`src/rtl/aes_rs_seq.sv`:
```
// Sequencer for a byte-serial AES-256 core. For each block it resets the core,
// streams the key and state bytes MSB-first, starts the core, and returns the result or a timeout.
module aes_rs_seq #(
  parameter int TIMEOUT = 1023
) (
  input  logic         clk,
  input  logic         rst_n,
  input  logic [255:0] key_in,
  input  logic         key_we,
  input  logic         blk_valid,
  input  logic [127:0] blk_in,
  output logic         blk_ready,
  output logic         res_valid,
  output logic [127:0] res_data,
  output logic         res_err,
  input  logic         res_ready,
  output logic         busy,
  output logic         core_rst_n,
  output logic         c_ld_key_valid,
  output logic [7:0]   c_ld_key_byte,
  input  logic         c_ld_key_ready,
  output logic         c_ld_state_valid,
  output logic [7:0]   c_ld_state_byte,
  input  logic         c_ld_state_ready,
  output logic         c_start,
  input  logic [127:0] c_state_out,
  input  logic         c_done
);

  typedef enum logic [2:0] {IDLE, CRST, LOAD, START, WAIT, OUT} state_t;

  localparam logic [9:0] TMO = 10'(TIMEOUT);

  state_t         state, state_nx;
  logic [255:0]   key_reg;
  logic           key_loaded;
  logic [127:0]   blk_reg;
  logic [5:0]     kcnt;
  logic [4:0]     scnt;
  logic [9:0]     wcnt;
  logic           crst_cnt;
  logic [4:0]     kidx;
  logic [3:0]     sidx;
  logic           blk_acc;
  logic           key_hs;
  logic           st_hs;

  assign busy             = (state != IDLE);
  assign blk_ready        = (state == IDLE) && key_loaded && !key_we;
  assign blk_acc          = blk_valid && blk_ready;
  assign c_ld_key_valid   = (state == LOAD) && (kcnt < 6'd32);
  assign c_ld_state_valid = (state == LOAD) && (scnt < 5'd16);
  assign key_hs           = c_ld_key_valid && c_ld_key_ready;
  assign st_hs            = c_ld_state_valid && c_ld_state_ready;

  // Byte 0 lives in the top bits, so the counters index down from the MSB end
  assign kidx            = 5'd31 - kcnt[4:0];
  assign sidx            = 4'd15 - scnt[3:0];
  assign c_ld_key_byte   = key_reg[{kidx, 3'b000} +: 8];
  assign c_ld_state_byte = blk_reg[{sidx, 3'b000} +: 8];

  always_ff @(posedge clk or negedge rst_n) begin
    if (!rst_n) state <= IDLE;
    else        state <= state_nx;
  end

  always_comb begin
    state_nx = state;
    case (state)
      IDLE:    if (blk_acc) state_nx = CRST;
      CRST:    if (crst_cnt) state_nx = LOAD;
      // Uses registered counts, so START always follows the last handshake by a cycle
      LOAD:    if (kcnt == 6'd32 && scnt == 5'd16) state_nx = START;
      START:   state_nx = WAIT;
      WAIT:    if (c_done || wcnt == TMO) state_nx = OUT;
      OUT:     if (res_ready) state_nx = IDLE;
      default: state_nx = IDLE;
    endcase
  end

  always_ff @(posedge clk or negedge rst_n) begin
    if (!rst_n) begin
      key_reg    <= '0;
      key_loaded <= 1'b0;
      blk_reg    <= '0;
    end else begin
      if (state == IDLE && key_we) begin
        key_reg    <= key_in;
        key_loaded <= 1'b1;
      end
      if (blk_acc) blk_reg <= blk_in;
    end
  end

  always_ff @(posedge clk or negedge rst_n) begin
    if (!rst_n) begin
      kcnt       <= '0;
      scnt       <= '0;
      crst_cnt   <= 1'b0;
      core_rst_n <= 1'b0;
      c_start    <= 1'b0;
    end else begin
      if (blk_acc) begin
        kcnt       <= '0;
        scnt       <= '0;
        crst_cnt   <= 1'b0;
        core_rst_n <= 1'b0;
      end else begin
        if (state == CRST) begin
          crst_cnt <= 1'b1;
          if (crst_cnt) core_rst_n <= 1'b1;
        end
        if (key_hs) kcnt <= kcnt + 6'd1;
        if (st_hs)  scnt <= scnt + 5'd1;
      end
      c_start <= (state_nx == START);
    end
  end

  // c_done is tested first so a completion on the timeout cycle still counts as success
  always_ff @(posedge clk or negedge rst_n) begin
    if (!rst_n) begin
      wcnt      <= '0;
      res_valid <= 1'b0;
      res_data  <= '0;
      res_err   <= 1'b0;
    end else begin
      if (state == START) wcnt <= '0;
      if (state == WAIT) begin
        if (c_done) begin
          res_data  <= c_state_out;
          res_err   <= 1'b0;
          res_valid <= 1'b1;
        end else if (wcnt == TMO) begin
          res_data  <= '0;
          res_err   <= 1'b1;
          res_valid <= 1'b1;
        end else begin
          wcnt <= wcnt + 10'd1;
        end
      end
      if (state == OUT && res_ready) res_valid <= 1'b0;
    end
  end

endmodule
```
`config.mk`:
```
export PLATFORM = sky130hd
export DESIGN_NAME = aes_rs_seq
export DESIGN_NICKNAME = d
export VERILOG_FILES = /design/src/rtl/aes_rs_seq.sv
export SDC_FILE = /design/constraint.sdc
export NUM_CORES = 1
export LEC_CHECK = 0
export ABC_AREA = 1
export BUFFER_PORTS_ARGS = -buffer_cell sky130_fd_sc_hd__buf_4
export CAP_MARGIN = 10
export CORE_AREA = 2 2 260 262
export CTS_CLUSTER_DIAMETER = 200
export DETAILED_ROUTE_END_ITERATION = 7
export DIE_AREA = 0 0 262 264
export SKIP_CTS_REPAIR_TIMING = 1
export SLEW_MARGIN = 20
export SYNTH_ARGS = -nofsm -noshare
export SYNTH_HDL_FRONTEND = slang
export SYNTH_SLANG_ARGS = --single-unit
```
`constraint.sdc`:
```
create_clock -name clk -period 1.97 [get_ports clk]
set_input_delay 0.394 -clock clk [delete_from_list [all_inputs] [get_ports clk]]
set_output_delay 0.394 -clock clk [all_outputs]
set_load 0.1 [all_outputs]
```
; After elaboration in Yosys (flattened, before gate mapping)
; Index checks and enable logic that the tools add are counted.
[word_totals]
register_bits = 542
wordCells = 81
input_bits = 520
out_inout_bits = 152
[op_classes]
reduce_logical = 24
mux = 26
eq_ne = 9
add_sub_neg = 5
n_shift = 2
n_lt_le_gt_ge = 2
[ops]
columns = op, n
row1 = 128-bit two-way mux, 2
row2 = 256-bit by 9-bit variable part select with 8-bit output, 1
row3 = 128-bit by 8-bit variable part select with 8-bit output, 1
row4 = 10-bit two-way mux, 4
row5 = 3-bit case mux with 6 select lines, 1
row6 = 3-bit two-way mux, 5
row7 = 6-bit two-way mux, 2
row8 = 2-bit nonzero test, 6
row9 = "10-bit by 1-bit adder with 10-bit output, second input constant", 1
row10 = "10-bit equality test, second input constant", 1
row11 = 1-bit logical AND, 10
row12 = 1-bit two-way mux, 10
row13 = 5-bit two-way mux, 2
row14 = "3-bit by 2-bit equality test with 1-bit output, second input constant", 3
row15 = "6-bit by 1-bit adder with 6-bit output, second input constant", 1
row16 = "3-bit equality test, second input constant", 2
row17 = "6-bit equality test, second input constant", 1
row18 = "6-bit < comparator, second input constant", 1
row19 = 2-bit AND reduction, 3
row20 = 3-bit nonzero test, 2
row21 = "5-bit by 1-bit adder with 5-bit output, second input constant", 1
row22 = "5-bit equality test, second input constant", 1
row23 = "5-bit < comparator, second input constant", 1
row24 = "5-bit subtractor, first input constant", 1
row25 = other kinds (5), 5

; Depth between registers and ports, before layout
; Gate-level depths: netlist of run 1.
[depth]
depth_word = 7
ltp_mapped = 10
depth_no_buf = 9

; Worst setup path before layout of run 1
; Ideal clock, no wire load.
[synth_timing]
kind = reg-to-reg
start = register state[0]
end = register blk_reg[120]
required_time_ps = 1854
n_path_buf = 2
synth_period_minus_slack_ps = 3371
setup_slack_ps = -1401
stages_incl_launch_ff = 9
setup_time_ps = 116
t_arrival_ps = 3255
path_cell_list = dfrtp_1 nor2_2 nand2_1 nor3_2 nand2_2 buf_2 buf_2 nand2_1 nand2_1
[synth_between]
elab_chain_len = 4
[synth_rtl]
columns = item, line
row1 = "start, declared", 34  ; state_t state, state_nx;
row2 = "start signal, assigned", 64  ; else state <= state_nx;
row3 = 3-bit zero test, 49  ; assign blk_ready = (state == IDLE) && key_loaded && !key_we;
row4 = 1-bit logical AND (2 in series), 49
row5 = net blk_ready, 12  ; output logic blk_ready,
row6 = 1-bit logical AND, 50  ; assign blk_acc = blk_valid && blk_ready;
row7 = "end signal, assigned", 91  ; if (blk_acc) blk_reg <= blk_in;
row8 = "end, declared", 37  ; logic [127:0] blk_reg;
; The timed path passes the listed nets, and every way through them passes these cells.
; A chain may end at the register's enable or synchronous reset.

; Worst setup path in the final report of run 1
[layout_timing]
start = register kcnt[0]
end = output port c_ld_key_byte[0]
[layout_between]
elab_chain_len = 2
[layout_rtl]
columns = item, line
row1 = "start, declared", 38  ; logic [5:0] kcnt;
row2 = "start signal, assigned", 113  ; if (key_hs) kcnt <= kcnt + 6'd1;
row3 = 5-bit subtractor, 57  ; assign kidx = 5'd31 - kcnt[4:0];
row4 = 256-bit by 9-bit variable part select with 8-bit output, 59  ; assign c_ld_key_byte = key_reg[{kidx, 3'b000} +: 8];
row5 = "end, declared", 20  ; output logic [7:0] c_ld_key_byte,
; Every way passes these cells.

==> flow_summary_export.csv, run 1 <==
group,metric,value,unit
floorplanning,io_pins,672,
yosys,ys_top_cells_by_area,"dfrtp_1 55%, nand2_1 16%, nand3_1 5.9%",
worst_setup_path,reg2reg_depth,8,
worst_setup_path,critPathMaxStageDelay,0.50,ns
worst_setup_path,r2r-start,"state[0]",
floorplanning,initial_core_util,0.371,
finish,final_nets,4463,
finish,largest_reg_flops,256,
sta,max_clock_freq,353,MHz
yosys,syn_inst,2990,
finish,stdcell_area,0.0378,mm²
yosys,synth-main-ff-cell,"dfrtp_1",
worst_setup_path,path_common_cell,"nor2_4",
power,pwr_density_cell,1840,mW/mm²
clocking,clock_path_buffers,3,
routing,drc,0,
routing,wire_per_inst,19.7,µm
routing,wl,95900,µm
yosys,async_flop_share,1.00,
sta,period_share,1.44,
floorplanning,core_area,0.0666,mm²
routing,drt_iter0_drc,2045,
yosys,yosysWarnings,0,
floorplanning,die_w,262,µm
yosys,yosys_register_bits,542,
yosys,yosysTopAreaCellShare,0.549,
yosys,yosysTopAreaCell,"dfrtp_1",
yosys,syn_avg_cell_area,8.27,µm²
worst_setup_path,worstSetupPathType,"register to output port",
sta,fin_skew,0.0243,ns
sta,layout_setup_ws,-0.860,ns
sta,worst_pin_slew,0.549,ns
job,maxCapViolCount,0,
clocking,tritoncts,"done",
global_routing,antenna_found_initial,17,
power,seqPwrFrac,0.280,
global_routing,grt.total_usage,0.258,
power,p_sw,33.6,mW
sta,drv_slew,0,
placed_design,post-place-ws,-0.340,ns
global_routing,grt_pass1_vias,22448,
worst_setup_path,worstPathArrival,2.44,ns
worst_setup_path,crit_chain,"buf_12, clkbuf_16, buf_4, nor2_4, nor2_1, o21ai_1, nand2_1, nand2_1, nand2_2, nor2_4, nor2_4, buf_12",
global_routing,grt_pass1_wl,135000,µm
clocking,htreeDepth,2,
worst_setup_path,critPathLaunchType,"register",
yosys,yosys-top-cells-count,"1033 x nand2_1, 542 x dfrtp_1, 326 x nor2_1",
min_path,min_from,"blk_in[3]",
clocking,numCtsBuffers,61,
finish,fillers,6113,
placed_design,io_buffers,671,
sta,setup_viol,20,
sta,rsz0062_at_grt,"yes",
routing,detail-route-antenna-nets,0,
sta,holdWs,-0.0136,ns
power,ir_drop,1.99,mV
worst_setup_path,required,1.58,ns
floorplanning,dieArea,0.0692,mm²
yosys,synth_edf_count,0,
placed_design,hpwl,69200,µm
status,status,"finished with violations",
clocking,clock-sinks,542,
status,violations,"negative hold slack, negative setup slack",
yosys,synth.distinct_cells,27,
routing,viasPerCell,4.93,
worst_setup_path,r2r_end,"res_data[126]",
power,finalPower,69.5,mW
clocking,cts_root_buffer,"clkbuf_16",
routing,vias,24014,
placed_design,placed_cells,4485,
placed_design,post_dp_cell_area,0.0318,mm²
placed_design,place_congestion,0.861,
power,internal_power,35.8,mW
min_path,min_path_type,"input pin to register",
power,p_clk_frac,0.166,
yosys,syn-num-nets,3513,
finish,multi_input_area,0.0103,mm²
power,p_comb_frac,0.554,
worst_setup_path,critPathMaxFanout,7,
worst_setup_path,r2r_setup_slack,0.15,ns
yosys,seq_area_frac_synth,0.549,
power,p_leak,19.3,nW
worst_setup_path,endpoint_kind,"output port",
finish,regArea,0.0136,mm²
routing,drt_first_pass_iters,6,
finish,final_cell_count_no_fill,4872,
yosys,yosysMostFrequentCell,"nand2_1",
worst_setup_path,cpMaxStageDelayCell,"dfrtp_4",
floorplanning,num_rows,95,
sta,fin_crit,2.83,ns
sta,slew_headroom,0.634,
global_routing,grt_start_max_net_pins,118,
clocking,path_clk_slew,0.06,ns
power,switching_share,0.484,
sta,hold_viol,3,
global_routing,grt_overflow,0,
min_path,hold_end,"blk_reg[3]",
yosys,netlist_area,0.0247,mm²
min_path,hold_depth,3,
floorplanning,die_h,264,µm
finish,drive_gt1_frac,0.311,
clocking,clk_latency,0.64,ns
finish,area_growth,52.7,%
-- through the flow --
step                      utilization  hold slack [ns]  TNS [ns]
after global routing            0.567         -0.00287    -13.95
final                           0.567          -0.0136    -12.35
after CTS                       0.509           -0.371    -15.77
after floorplan                     -           0.0984    -53.48
after global placement          0.478            0.298     -3.07
after detailed placement        0.478            0.300     -3.10
-- placed cells by master, fill, tap and decap left out, types with 74 or more instances in the layout --
cell           Yosys  routed
inv_1            182     171
dlygate4sd3_1      0     228
o21ai_0          104      74
buf_12             0      78
dfrtp_1          542     536
nor2_1           326     273
buf_4              0     729
clkbuf_16          0      79
mux2_2           112     112
nand2_1         1033     975
nand3_1          293     247
a21oi_1          150     150
-- power by group through the flow --
stage          Clock, mW  Sequential [mW]  Combinational, mW
2_1_floorplan          0             28.4               15.4
3_3_place_gp           0             19.4               34.1
3_5_place_dp           0             19.4               34.4
4_1_cts             11.8             19.3               34.5
5_1_grt             12.2             20.0               40.9
6_report            11.5             19.5               38.5
-- layout make-up --
type | count | share of cell area
timing repair inverter | 1 | 0.000298
tap | 873 | 0.0289
clock inverter | 20 | 0.00587
inverter | 188 | 0.0194
sequential | 542 | 0.360
clock buffer | 91 | 0.0472
timing repair buffer | 1072 | 0.265
antenna | 11 | 0.000729
multi-input combinational | 2074 | 0.273
-- cell families after synthesis --
| logic type | Yosys count | share of synthesized area |
|---|---|---|
| AOI/OAI and AO/OA | 287 | 0.0606 |
| xor gates and xnor gates | 5 | 0.00177 |
| buffers and inverters | 374 | 0.0671 |
| and+or+nand+nor | 1667 | 0.269 |
| adders and majority gates | 3 | 0.00152 |
| DFF | 542 | 0.549 |
| muxes | 112 | 0.0510 |
-- worst max-delay path by stage --
stage / startpoint / slack, ns / cells after the start / end
CTS: kcnt[0] / -1.02 / 10 / c_ld_key_byte[7]
floorplan: state[1] / -0.41 / 8 / blk_reg[120]
global route: kcnt[0] / -0.95 / 12 / c_ld_key_byte[2]
global placement: kcnt[0] / -0.35 / 10 / c_ld_key_byte[2]
detailed placement: kcnt[0] / -0.34 / 10 / c_ld_key_byte[7]
finish: kcnt[0] / -0.86 / 12 / c_ld_key_byte[0]
-- critical path, delay by kind of cell, from the launching register on --
kind            cells  cell delay [ns]
compound gates      1             0.08
simple gates        7             0.59
flops               1             0.50
buf+inv             4             0.63
-- routing by layer --
layer  global-route usage  part of all wire  wire length (µm)
met1                0.324              0.41             38900
met2                0.421              0.49             47000
met3               0.0684             0.065              6260
met5                    0            0.0012               115
met4                0.101             0.038              3620
Power figures use the tool's default switching activity.
==> inputs of run 2 (changes only) <==
- BUFFER_PORTS_ARGS: -buffer_cell sky130_fd_sc_hd__buf_4 -> not set
- DONT_BUFFER_PORTS: not set -> 1
==> flow_summary_export.csv, run 2 (synthesized netlist as in run 1, its figures left out) <==
group,metric,value,unit
placed_design,hpwl,64500,µm
status,violations,"negative hold slack, max-slew violations, negative setup slack",
floorplanning,die_w,262,µm
floorplanning,dieArea,0.0692,mm²
power,seqPwrFrac,0.282,
worst_setup_path,endpoint_kind,"async pin",
global_routing,grt_pass1_wl,127000,µm
power,p_sw,33.4,mW
job,maxCapViolCount,0,
worst_setup_path,required,0.98,ns
global_routing,grt_overflow,0,
routing,wl_met3,7060,µm
floorplanning,num_rows,95,
sta,drv_slew,489,
sta,fin_crit,3.63,ns
worst_setup_path,worstPathArrival,2.65,ns
power,p_comb_frac,0.536,
power,finalPower,68.7,mW
sta,holdWs,-0.516,ns
clocking,clock_path_buffers,3,
placed_design,place_congestion,0.924,
clocking,cts_root_buffer,"clkbuf_16",
clocking,clk_latency,0.62,ns
power,ir_drop,1.52,mV
routing,met2_length,44700,µm
floorplanning,die_h,264,µm
global_routing,grt_start_max_net_pins,543,
floorplanning,initial_core_util,0.371,
clocking,tritoncts,"done",
clocking,clock-sinks,542,
global_routing,grt_pass1_vias,20459,
global_routing,antenna_found_initial,53,
sta,layout_setup_ws,-1.66,ns
clocking,numCtsBuffers,61,
routing,highest_layer,"met5",
min_path,min_path_type,"input pin to async pin",
routing,drt_iter0_drc,2057,
sta,period_share,1.84,
finish,drive_gt1_frac,0.166,
sta,worst_pin_slew,4.81,ns
placed_design,io_buffers,0,
routing,detail-route-antenna-nets,0,
sta,hold_viol,151,
worst_setup_path,critPathMaxFanout,542,
floorplanning,io_pins,672,
power,pwr_density_cell,1920,mW/mm²
worst_setup_path,critPathLaunchType,"input pin",
clocking,htreeDepth,2,
routing,drt_first_pass_iters,5,
power,p_clk_frac,0.182,
global_routing,grt.total_usage,0.245,
clocking,path_clk_slew,0.07,ns
routing,wl,94400,µm
power,switching_share,0.486,
sta,rsz0062_at_grt,"yes",
finish,largest_reg_flops,256,
sta,setup_viol,355,
routing,drc,0,
finish,final_cell_mix,"1021 x nand2_1, 539 x dfrtp_1, 504 x dlygate4sd3_1",
routing,viasPerCell,5.10,
status,status,"finished with violations",
sta,max_clock_freq,275,MHz
routing,drt-met1-wl,37400,µm
finish,final_nets,4183,
routing,vias,23600,
finish,area_growth,44.9,%
sta,slew_headroom,-2.21,
power,p_leak,17.5,nW
sta,fin_skew,0.0180,ns
worst_setup_path,worstSetupPathType,"input pin to async pin",
finish,fin_util,0.538,
routing,wire_per_inst,20.4,µm
finish,mostFrequentLayoutCell,"nand2_1",
power,internal_power,35.3,mW
floorplanning,core_area,0.0666,mm²
run 2: cell count changes in the layout (fill, tap and decap cells not counted), moves of 10 or more:
cell / before / now
diode_2: 11 / 40
nand2_1: 975 / 1021
buf_12: 78 / 52
buf_4: 729 / 216
nand2_4: 12 / 2
nand3_1: 247 / 269
nor2_2: 29 / 18
nand3_2: 37 / 22
nand2_2: 47 / 4
clkbuf_16: 79 / 68
dlygate4sd3_1: 228 / 504
nor2_1: 273 / 289
run 2: metal layers:
layer	vias to the layer above	track usage
met5	-	0
met4	28	0.136
met3	352	0.0738
met2	1133	0.382
met1	11211	0.303
li1	10876	-
run 2: path summary, 6_finish.rpt:
| kind | start | endpoint | slack (ns) | cells after the start |
|---|---|---|---|---|
| setup / recovery | rst_n | kcnt[0] | -1.66 | 0 |
| hold / removal | rst_n | res_data[14] | -0.52 | 0 |
| setup reg to reg | state[1] | res_data[36] | 0.13 | 7 |
| hold reg to reg | res_data[88] | res_data[88] | 0.47 | 2 |
| max in group clk | kcnt[0] | c_ld_key_byte[3] | -0.86 | 12 |
| min in group clk | c_done | res_data[110] | -0.09 | 2 |
run 2: area by class of cell:
type / instances / area, µm²
inverters: 188 / 723
clock inverters: 33 / 474
repair buffers: 792 / 8050
diodes: 40 / 100
fillers: 5772 / 30700
clock buffers: 81 / 1720
multi-input cells: 2075 / 10100
well taps: 873 / 1090
flip-flops and latches: 542 / 13600
run 2: worst reg2reg max path, stage by stage (launching register included):
cell,delay (ns)
dfrtp_1,0.41
nor2_4,0.18
buf_4,0.15
nand2_1,0.14
inv_4,0.15
buf_12,0.31
nand3_1,0.30
nand2_1,0.13
run 2: power groups by stage:
stage	combinational [mW]	sequential [mW]	clock, mW
final	36.8	19.4	12.5
after global routing	39.1	19.9	13.2
after CTS	34.0	19.2	12.7
after detailed placement	33.9	19.3	0
after global placement	33.6	19.2	0
after floorplan	15.4	28.4	0
run 2: per-stage QoR:
step                      setup WS (ns)  std cells  TNS [ns]  cell area (µm²)  hold WS [ns]
after floorplan                  -0.411       2990    -53.48            25000        0.0984
after global placement           -0.315       3944     -1.62            27700         0.108
after detailed placement         -0.282       3944     -1.65            27700         0.106
after CTS                        -0.969       4058    -13.73            29900        -0.574
after global routing             -0.940       4619    -13.97            35800        -0.561
final                             -1.66       4624   -300.91            35800        -0.516
==> inputs of run 3 (changes only) <==
- CTS_BUF_LIST: not set -> sky130_fd_sc_hd__clkbuf_8
- HOLD_SLACK_MARGIN: not set -> 0.03
==> flow_summary_export.csv, run 3 (synthesized netlist as in run 1, its figures left out) <==
group,metric,value,unit
floorplanning,io_pins,672,
routing,detail-route-antenna-nets,0,
floorplanning,core_area,0.0666,mm²
floorplanning,die_h,264,µm
worst_setup_path,worstSetupPathType,"register to output port",
power,switching_share,0.495,
finish,area_growth,45.8,%
sta,tns,-13.62,ns
routing,wire_per_inst,20.3,µm
worst_setup_path,critPathLaunchType,"register",
global_routing,grt_start_max_net_pins,543,
sta,worst_pin_slew,3.27,ns
finish,stdcell_area,0.0360,mm²
worst_setup_path,cpMaxStageDelayCell,"dfrtp_4",
sta,setup_viol,37,
status,status,"finished with violations",
finish,fin_util,0.541,
power,p_leak,17.8,nW
worst_setup_path,endpoint_kind,"output port",
clocking,clock_path_buffers,3,
routing,drt_first_pass_iters,5,
finish,regArea,0.0136,mm²
routing,viasPerCell,5.10,
routing,vias,24017,
power,p_clk_frac,0.167,
finish,final_cell_mix,"1015 x nand2_1, 539 x dfrtp_1, 516 x dlygate4sd3_1",
clocking,tritoncts,"done",
global_routing,grt_overflow,0,
global_routing,antenna_found_initial,52,
clocking,clock-sinks,542,
power,internal_power,34.2,mW
clocking,cts_root_buffer,"clkbuf_8",
clocking,htreeDepth,3,
finish,fillers,5784,
power,p_sw,33.6,mW
sta,fin_skew,0.0287,ns
global_routing,grt_pass1_wl,127000,µm
floorplanning,dieArea,0.0692,mm²
worst_setup_path,critPathMaxFanout,9,
global_routing,grt_pass1_vias,20627,
power,seqPwrFrac,0.286,
sta,slew_headroom,-1.18,
floorplanning,die_w,262,µm
finish,final_nets,4243,
placed_design,post_dp_cell_area,0.0277,mm²
placed_design,hpwl,64500,µm
status,violations,"negative hold slack, max-slew violations, negative setup slack",
sta,fin_crit,2.97,ns
job,maxCapViolCount,0,
floorplanning,initial_core_util,0.371,
placed_design,io_buffers,0,
sta,rsz0062_at_grt,"yes",
floorplanning,num_rows,95,
sta,layout_setup_ws,-0.999,ns
sta,drv_slew,482,
sta,hold_viol,424,
placed_design,place_congestion,0.924,
sta,max_clock_freq,337,MHz
power,p_comb_frac,0.547,
worst_setup_path,worstPathArrival,2.57,ns
worst_setup_path,reg2reg_depth,8,
min_path,min_path_type,"input pin to async pin",
routing,drc,0,
power,ir_drop,1.50,mV
placed_design,post-place-ws,-0.282,ns
finish,largest_reg_flops,256,
worst_setup_path,path_common_cell,"nand2_1",
finish,mostFrequentLayoutCell,"nand2_1",
sta,holdWs,-0.594,ns
worst_setup_path,required,1.58,ns
sta,period_share,1.51,
routing,wl,95600,µm
worst_setup_path,crit_chain,"buf_12, buf_4, nor2_1, nor2_1, o21ai_0, nand2_1, nand2_1, nand2_1, nor2_2, nor2_4, buf_12",
clocking,clk_latency,0.69,ns
clocking,numCtsBuffers,98,
clocking,path_clk_slew,0.06,ns
routing,drt_iter0_drc,2217,
power,pwr_density_cell,1880,mW/mm²
global_routing,grt.total_usage,0.247,
worst_setup_path,critPathMaxStageDelay,0.58,ns
finish,drive_gt1_frac,0.182,
finish,multi_input_area,0.0101,mm²
run 3: cell count changes in the layout (fill, tap and decap cells not counted), sizes merged:
cell | previous run | this run
dlygate4sd3 | 504 | 516
bufinv | 11 | 3
buf | 283 | 291
clkinv | 19 | 25
inv | 184 | 207
clkinvlp | 7 | 3
clkbuf | 86 | 138
run 3: worst paths after layout:
path | from | endpoint | slack (ns)
setup / recovery | kcnt[0] | c_ld_key_byte[2] | -1.0
hold / removal | rst_n | res_data[14] | -0.59
setup reg to reg | state[1] | res_data[18] | 0.08
hold reg to reg | res_data[96] | res_data[96] | 0.47
max in group asynchronous | rst_n | key_reg[126] | -0.01
min in group clk | c_done | res_data[85] | -0.15
run 3: worst max-delay path: cells and delay by family, from the launching register on:
kind / cells / cell delay, ns
compound gates: 1 / 0.10
simple gates: 7 / 0.70
buf+inv: 3 / 0.50
flops: 1 / 0.58
run 3: per-stage QoR:
stage | total power, mW | cells
final | 67.8 | 4713
after global routing | 71.3 | 4708
after CTS | 64.6 | 4124
after detailed placement | 53.2 | 3944
after global placement | 52.8 | 3944
after floorplan | 43.8 | 2990
run 3: power groups by stage:
| stage | Clock [mW] | Sequential [mW] | Combinational, mW |
|---|---|---|---|
| 4_1_cts | 11.5 | 19.2 | 33.9 |
| 3_3_place_gp | 0 | 19.2 | 33.6 |
| 2_1_floorplan | 0 | 28.4 | 15.4 |
| 3_5_place_dp | 0 | 19.3 | 33.9 |
| 6_report | 11.3 | 19.4 | 37.1 |
| 5_1_grt | 12.0 | 19.9 | 39.4 |
run 3: layer usage:
metal	track usage	vias up	wire length, µm
met5	0	-	195
met4	0.126	28	5170
met3	0.0794	367	7370
met2	0.386	1163	45300
met1	0.305	11446	37600
li1	-	11013	-
run 3: cell type report:
type	count	area share
Antenna cell	40	0.00278
Clock buffer	130	0.0496
Tap cell	873	0.0303
Timing Repair Buffer	815	0.231
Sequential cell	542	0.377
Inverter	188	0.0202
Clock inverter	50	0.00844
Multi-Input combinational cell	2075	0.281
